===== src/rtl/logic_op_arbiter.sv =====
// logic_op_arbiter: three-requester round-robin arbiter that performs a
// bitwise AND/OR/XOR on the granted requester's operands and returns a
// registered response through a valid/ready handshake.
// Optional feature: define LOGIC_OP_STATS_EN to add the 16-bit saturating
// op_count output that counts completed response handshakes.

module logic_op_arbiter #(
    parameter int WIDTH = 8
) (
    input  logic               clock,
    input  logic               reset_n,
    input  logic [2:0]         req_valid,
    output logic [2:0]         req_ready,
    input  logic [5:0]         req_op,
    input  logic [3*WIDTH-1:0] req_a,
    input  logic [3*WIDTH-1:0] req_b,
    output logic               rsp_valid,
    input  logic               rsp_ready,
    output logic [1:0]         rsp_id,
    output logic [WIDTH-1:0]   rsp_data,
    output logic               rsp_err,
    output logic               busy
`ifdef LOGIC_OP_STATS_EN
    ,
    output logic [15:0]        op_count
`endif
);

    typedef enum logic [1:0] {
        IDLE = 2'd0,
        EXEC = 2'd1,
        RESP = 2'd2
    } state_t;

    state_t             state;
    logic [1:0]         last_grant;
    logic [1:0]         rr_start;
    logic               sel_found;
    logic [1:0]         sel_idx;
    logic [2:0]         cand;
    logic [1:0]         sel_op;
    logic [WIDTH-1:0]   sel_a;
    logic [WIDTH-1:0]   sel_b;
    logic [1:0]         cap_op;
    logic [WIDTH-1:0]   cap_a;
    logic [WIDTH-1:0]   cap_b;
    logic [1:0]         cap_id;
    logic [WIDTH-1:0]   exec_data;
    logic               exec_err;

    // Search begins one past the most recently granted requester, wrapping 2 -> 0
    always_comb begin
        rr_start = (last_grant == 2'd2) ? 2'd0 : last_grant + 2'd1;
    end

    // Round-robin winner: first valid requester in rotated order from rr_start
    always_comb begin
        sel_found = 1'b0;
        sel_idx   = 2'd0;
        cand      = 3'd0;
        for (int k = 0; k < 3; k++) begin
            cand = {1'b0, rr_start} + 3'(k);
            if (cand >= 3'd3) begin
                cand = cand - 3'd3;
            end
            if (!sel_found && req_valid[cand[1:0]]) begin
                sel_found = 1'b1;
                sel_idx   = cand[1:0];
            end
        end
    end

    // Route the winner's opcode and operands to the capture registers
    always_comb begin
        sel_op = 2'b00;
        sel_a  = '0;
        sel_b  = '0;
        for (int i = 0; i < 3; i++) begin
            if (sel_idx == 2'(i)) begin
                sel_op = req_op[i*2 +: 2];
                sel_a  = req_a[i*WIDTH +: WIDTH];
                sel_b  = req_b[i*WIDTH +: WIDTH];
            end
        end
    end

    // Grant is offered only while idle, so at most one request is ever in flight
    always_comb begin
        req_ready = 3'b000;
        if (state == IDLE && sel_found) begin
            req_ready[sel_idx] = 1'b1;
        end
    end

    // Bitwise operation on the captured operands; the reserved opcode yields zero plus an error flag
    always_comb begin
        exec_data = '0;
        exec_err  = 1'b0;
        case (cap_op)
            2'b00:   exec_data = cap_a & cap_b;
            2'b01:   exec_data = cap_a | cap_b;
            2'b10:   exec_data = cap_a ^ cap_b;
            default: exec_err  = 1'b1;
        endcase
    end

    // Control FSM: capture on grant, register the result, then hold it until the consumer accepts
    always_ff @(posedge clock or negedge reset_n) begin
        if (!reset_n) begin
            state      <= IDLE;
            last_grant <= 2'd2;
            cap_op     <= 2'b00;
            cap_a      <= '0;
            cap_b      <= '0;
            cap_id     <= 2'd0;
            rsp_valid  <= 1'b0;
            rsp_data   <= '0;
            rsp_id     <= 2'd0;
            rsp_err    <= 1'b0;
        end else begin
            case (state)
                IDLE: begin
                    if (sel_found) begin
                        cap_op     <= sel_op;
                        cap_a      <= sel_a;
                        cap_b      <= sel_b;
                        cap_id     <= sel_idx;
                        last_grant <= sel_idx;
                        state      <= EXEC;
                    end
                end
                EXEC: begin
                    rsp_data  <= exec_data;
                    rsp_err   <= exec_err;
                    rsp_id    <= cap_id;
                    rsp_valid <= 1'b1;
                    state     <= RESP;
                end
                RESP: begin
                    if (rsp_ready) begin
                        rsp_valid <= 1'b0;
                        state     <= IDLE;
                    end
                end
                default: begin
                    state <= IDLE;
                end
            endcase
        end
    end

    // Busy whenever a request is being processed or its response is pending
    always_comb begin
        busy = (state != IDLE);
    end

`ifdef LOGIC_OP_STATS_EN
    // Count completed response handshakes, sticking at the maximum value
    always_ff @(posedge clock or negedge reset_n) begin
        if (!reset_n) begin
            op_count <= 16'h0000;
        end else if (rsp_valid && rsp_ready && op_count != 16'hFFFF) begin
            op_count <= op_count + 16'h0001;
        end
    end
`endif

endmodule


===== config.mk =====
export PLATFORM = sky130hd
export DESIGN_NAME = logic_op_arbiter
export DESIGN_NICKNAME = d
export VERILOG_FILES = /design/src/rtl/logic_op_arbiter.sv
export SDC_FILE = /design/constraint.sdc
export NUM_CORES = 1
export LEC_CHECK = 0
export ABC_CLOCK_PERIOD_IN_PS = 1800
export CAP_MARGIN = 20
export CORE_MARGIN = 10
export CORE_UTILIZATION = 41
export DETAILED_ROUTE_END_ITERATION = 7
export PLACE_DENSITY = 0.88
export SETUP_SLACK_MARGIN = 0.3
export SYNTH_ARGS = -nofsm -noshare
export SYNTH_HDL_FRONTEND = slang
export SYNTH_SLANG_ARGS = --single-unit

===== constraint.sdc =====
create_clock -name clock -period 1.8 [get_ports clock]
set_clock_uncertainty 0.2 [all_clocks]
set_input_delay 0.36 -clock clock [delete_from_list [all_inputs] [get_ports clock]]
set_output_delay 0.36 -clock clock [all_outputs]
set_load 0.03 [all_outputs]

==> flow_summary.json <==
{
  "critPathArrivalTime_ps": 1580,
  "p_leak_nw": 1.78,
  "hold_viol": 0,
  "hold-worst-slack_ps": 152,
  "grt_busiest_layer": "met2",
  "switching_share_pct": 42.3,
  "power.switching_mw": 2.66,
  "hpwl_um": 5430,
  "crit_path_start_kind": "register",
  "num_vias": 2450,
  "cts_tree": "done",
  "io_buffers": 75,
  "grt-ovfl-total": 0,
  "drc": 0,
  "grt_pass1_wl_um": 13100,
  "synth-edff-count": 0,
  "synth_xor_area_share_pct": 0,
  "synth.distinct_cells": 34,
  "totalWireLength_um": 8950,
  "floorplan.initialDensity_pct": 43.3,
  "worst_slack_ps": -344,
  "report.power.total_mw": 6.28,
  "grt_use_total_pct": 18.5,
  "die_w_um": 94.1,
  "reg2regPathDepth": 8,
  "drt-vias-per-instance": 5.57,
  "crit-reg2reg-capture": "cap_a[0]",
  "p_per_area_nw_per_um2": 1590,
  "synth.avg_cell_area_um2": 9.16,
  "clock_latency_ps": 290,
  "path_delay_family": "flip-flops",
  "path_max_fanout": 2,
  "use_met3_pct": 5.44,
  "design.portCount": 76,
  "final_cell_mix": "56 x clkdlybuf4s50_1, 33 x dfrtp_1, 28 x buf_4",
  "synth_top_family_by_area": "compound AO/OA/AOI/OAI gates",
  "routedWlPerCell_um": 20.3,
  "clock_sinks": 35,
  "clk_pin_slew_ps": 70,
  "power_frac_comb_pct": 67.2,
  "drt_iter0_drc": 107,
  "synth_compound_area_share_pct": 29.6,
  "run_status": "finished with violations",
  "cts_root_buffer": "clkbuf_8",
  "htreeDepth": 2,
  "detail-route-antenna-nets": 0,
  "critPathRequiredTime_ps": 1240,
  "yosysTopAreaCell": "dfrtp_1",
  "async_flop_share_pct": 100,
  "post-place-ws_ps": -781,
  "gp_congestion": 0.820,
  "ys_top_cells_by_area": "dfrtp_1 38%, ha_1 8.9%, o22ai_1 6.1%",
  "synth_fp_nets": 322,
  "gr-usage-met2_pct": 32.1,
  "worst-path-stages": 6,
  "max_freq_ghz": 0.466,
  "rsz0062_at_grt": "true",
  "ctsLongestPathBuffers": 2,
  "rows": 26,
  "final_nets": 445,
  "critical_path_buf_inv_count": 3,
  "synth_warnings": 0,
  "pwr-share-clk_pct": 10.0,
  "internal_power_mw": 3.62,
  "setup_viol": 22,
  "cts_buffers": 5,
  "synthFlopType": "dfrtp_1",
  "relSlewSlack_pct": 68.7,
  "crit_end": "req_ready[2]",
  "synthAdderAreaFrac_pct": 8.88,
  "insertedDiodeCount": 0,
  "syn_to_final_growth_pct": 74.7,
  "grt_max_degree": 31,
  "drv_cap": 0,
  "finalSetupTns_ps": -4260,
  "r2r_slack_ps": -290,
  "drt_pass1_iterations": 4,
  "cp_slowest_cell": "dfrtp_1",
  "critPathKind": "register to primary output",
  "final_core_util_pct": 75.6,
  "critPathMaxStageDelay_ps": 380,
  "fin_crit_sh_pct": 119,
  "use_met1_pct": 20.4,
  "yosysSeqAreaShare_pct": 38.9,
  "min_path_type": "primary input to async pin",
  "grt_pass1_vias": 2663,
  "drv_slew": 0,
  "die_area_um2": 8860,
  "antenna_found_initial": 0,
  "fillers": 318,
  "worstReg2RegStart": "last_grant[0]",
  "cp-startpoint": "last_grant[0]",
  "hold_buffers": 0,
  "ir_drop_v": 0.000913,
  "die_h_um": 94.1,
  "end_kind": "primary output",
  "core_area_um2": 5200,
  "final_common_cell": "clkdlybuf4s50_1",
  "drive_gt1_share_pct": 33.8,
  "syn_area_um2": 2250,
  "ys_seq_elements": 35,
  "worstMarginPinSlew_ps": 469,
  "power_frac_seq_pct": 22.8,
  "violations": "setup timing",
  "worst_path_most_repeated_cell": "buf_6",
  "syn-instance-count": 246,
  "synth.area.mux_share_pct": 4.55,
  "yosys.area_share.simple_pct": 10.4,
  "cp_cell_sequence": "buf_6 -> and2b_1 -> buf_6 -> o32a_1 -> nor2_4 -> buf_6",
  "yosys.area.top_type_share_pct": 37.8,
  "fin_crit_ps": 2140
}
## state kept, by name, indices dropped and copies added, names as in the netlist, 2 cells and up
signal / flops
last_grant: 2
cap_b: 8
cap_a: 8
state: 2
rsp_id: 2
rsp_data: 8
cap_op: 2
## layout make-up
class | count | area, um^2 | share of cell area (%)
Clock buffer | 8 | 100 | 2.54
Inverter | 20 | 77.6 | 1.97
Multi-Input combinational cell | 175 | 1490 | 37.9
Sequential cell | 35 | 878 | 22.3
Tap cell | 70 | 87.6 | 2.22
Timing Repair Buffer | 132 | 1300 | 33.0
## worst min path at each step
stage                          to  slack, ps  cells past startpoint
CTS                     rsp_id[0]        150                      1
detailed placement    rsp_data[7]        270                      2
global route            cap_id[1]        170                      1
global placement      rsp_data[6]        260                      2
finish              last_grant[0]        150                      1
floorplan                cap_a[0]       -140                      0
## routing by layer
metal | part of all wire (%) | routed length [um]
met3 | 7.5 | 668
met1 | 38 | 3360
met2 | 51 | 4520
met5 | 0 | 0
met4 | 4.4 | 391
## stage by stage
step	cell area [um^2]	instances
after CTS	3740	429
after detailed placement	3340	405
after global routing	3940	440
after floorplan	2370	246
after global placement	3340	405
final	3940	440
## power by group through the flow
stage | sequential [mW] | clock (mW) | combinational [mW]
finish | 1.43 | 0.626 | 4.22
global placement | 1.38 | 0 | 2.97
CTS | 1.40 | 0.627 | 3.73
detailed placement | 1.41 | 0 | 3.11
floorplan | 1.56 | 0 | 1.90
global route | 1.47 | 0.661 | 4.51
## kinds of logic (layout without fill, tap and decap cells)
group / Yosys count / count (layout)
compound gates: 92 / 92
fa+ha+maj: 16 / 16
buf+inv: 38 / 160
flops: 35 / 35
mux: 10 / 10
simple gates: 55 / 57
## worst register-to-register path, stage by stage, from the launching register on
cell and delay, ps:
dfrtp_1 380, buf_6 120, and2b_1 210, buf_4 150, buf_6 120, nor2_2 390
buf_4 210, a2111oi_4 40, o22ai_1 180
## synth_stat cells (3+ instances only)
library cell	count
ha_1	16
a21o_1	3
o22ai_1	22
inv_1	18
o21bai_1	16
o21ai_0	10
o22a_1	8
nand2b_1	3
clkbuf_1	7
a2111oi_1	3
a21oi_1	13
nor2_1	22
dfrtp_1	34
mux2i_1	8
nand2_1	26
a2111oi_0	9
buf_2	7
## repair_timing
item,4_1_cts,5_1_grt
endpoints found under the setup margin,46,33
resized for setup,128,29
pin swaps,21,15
buffers inserted,14,9
gates cloned,2,2
Power figures use the tool's default switching activity.
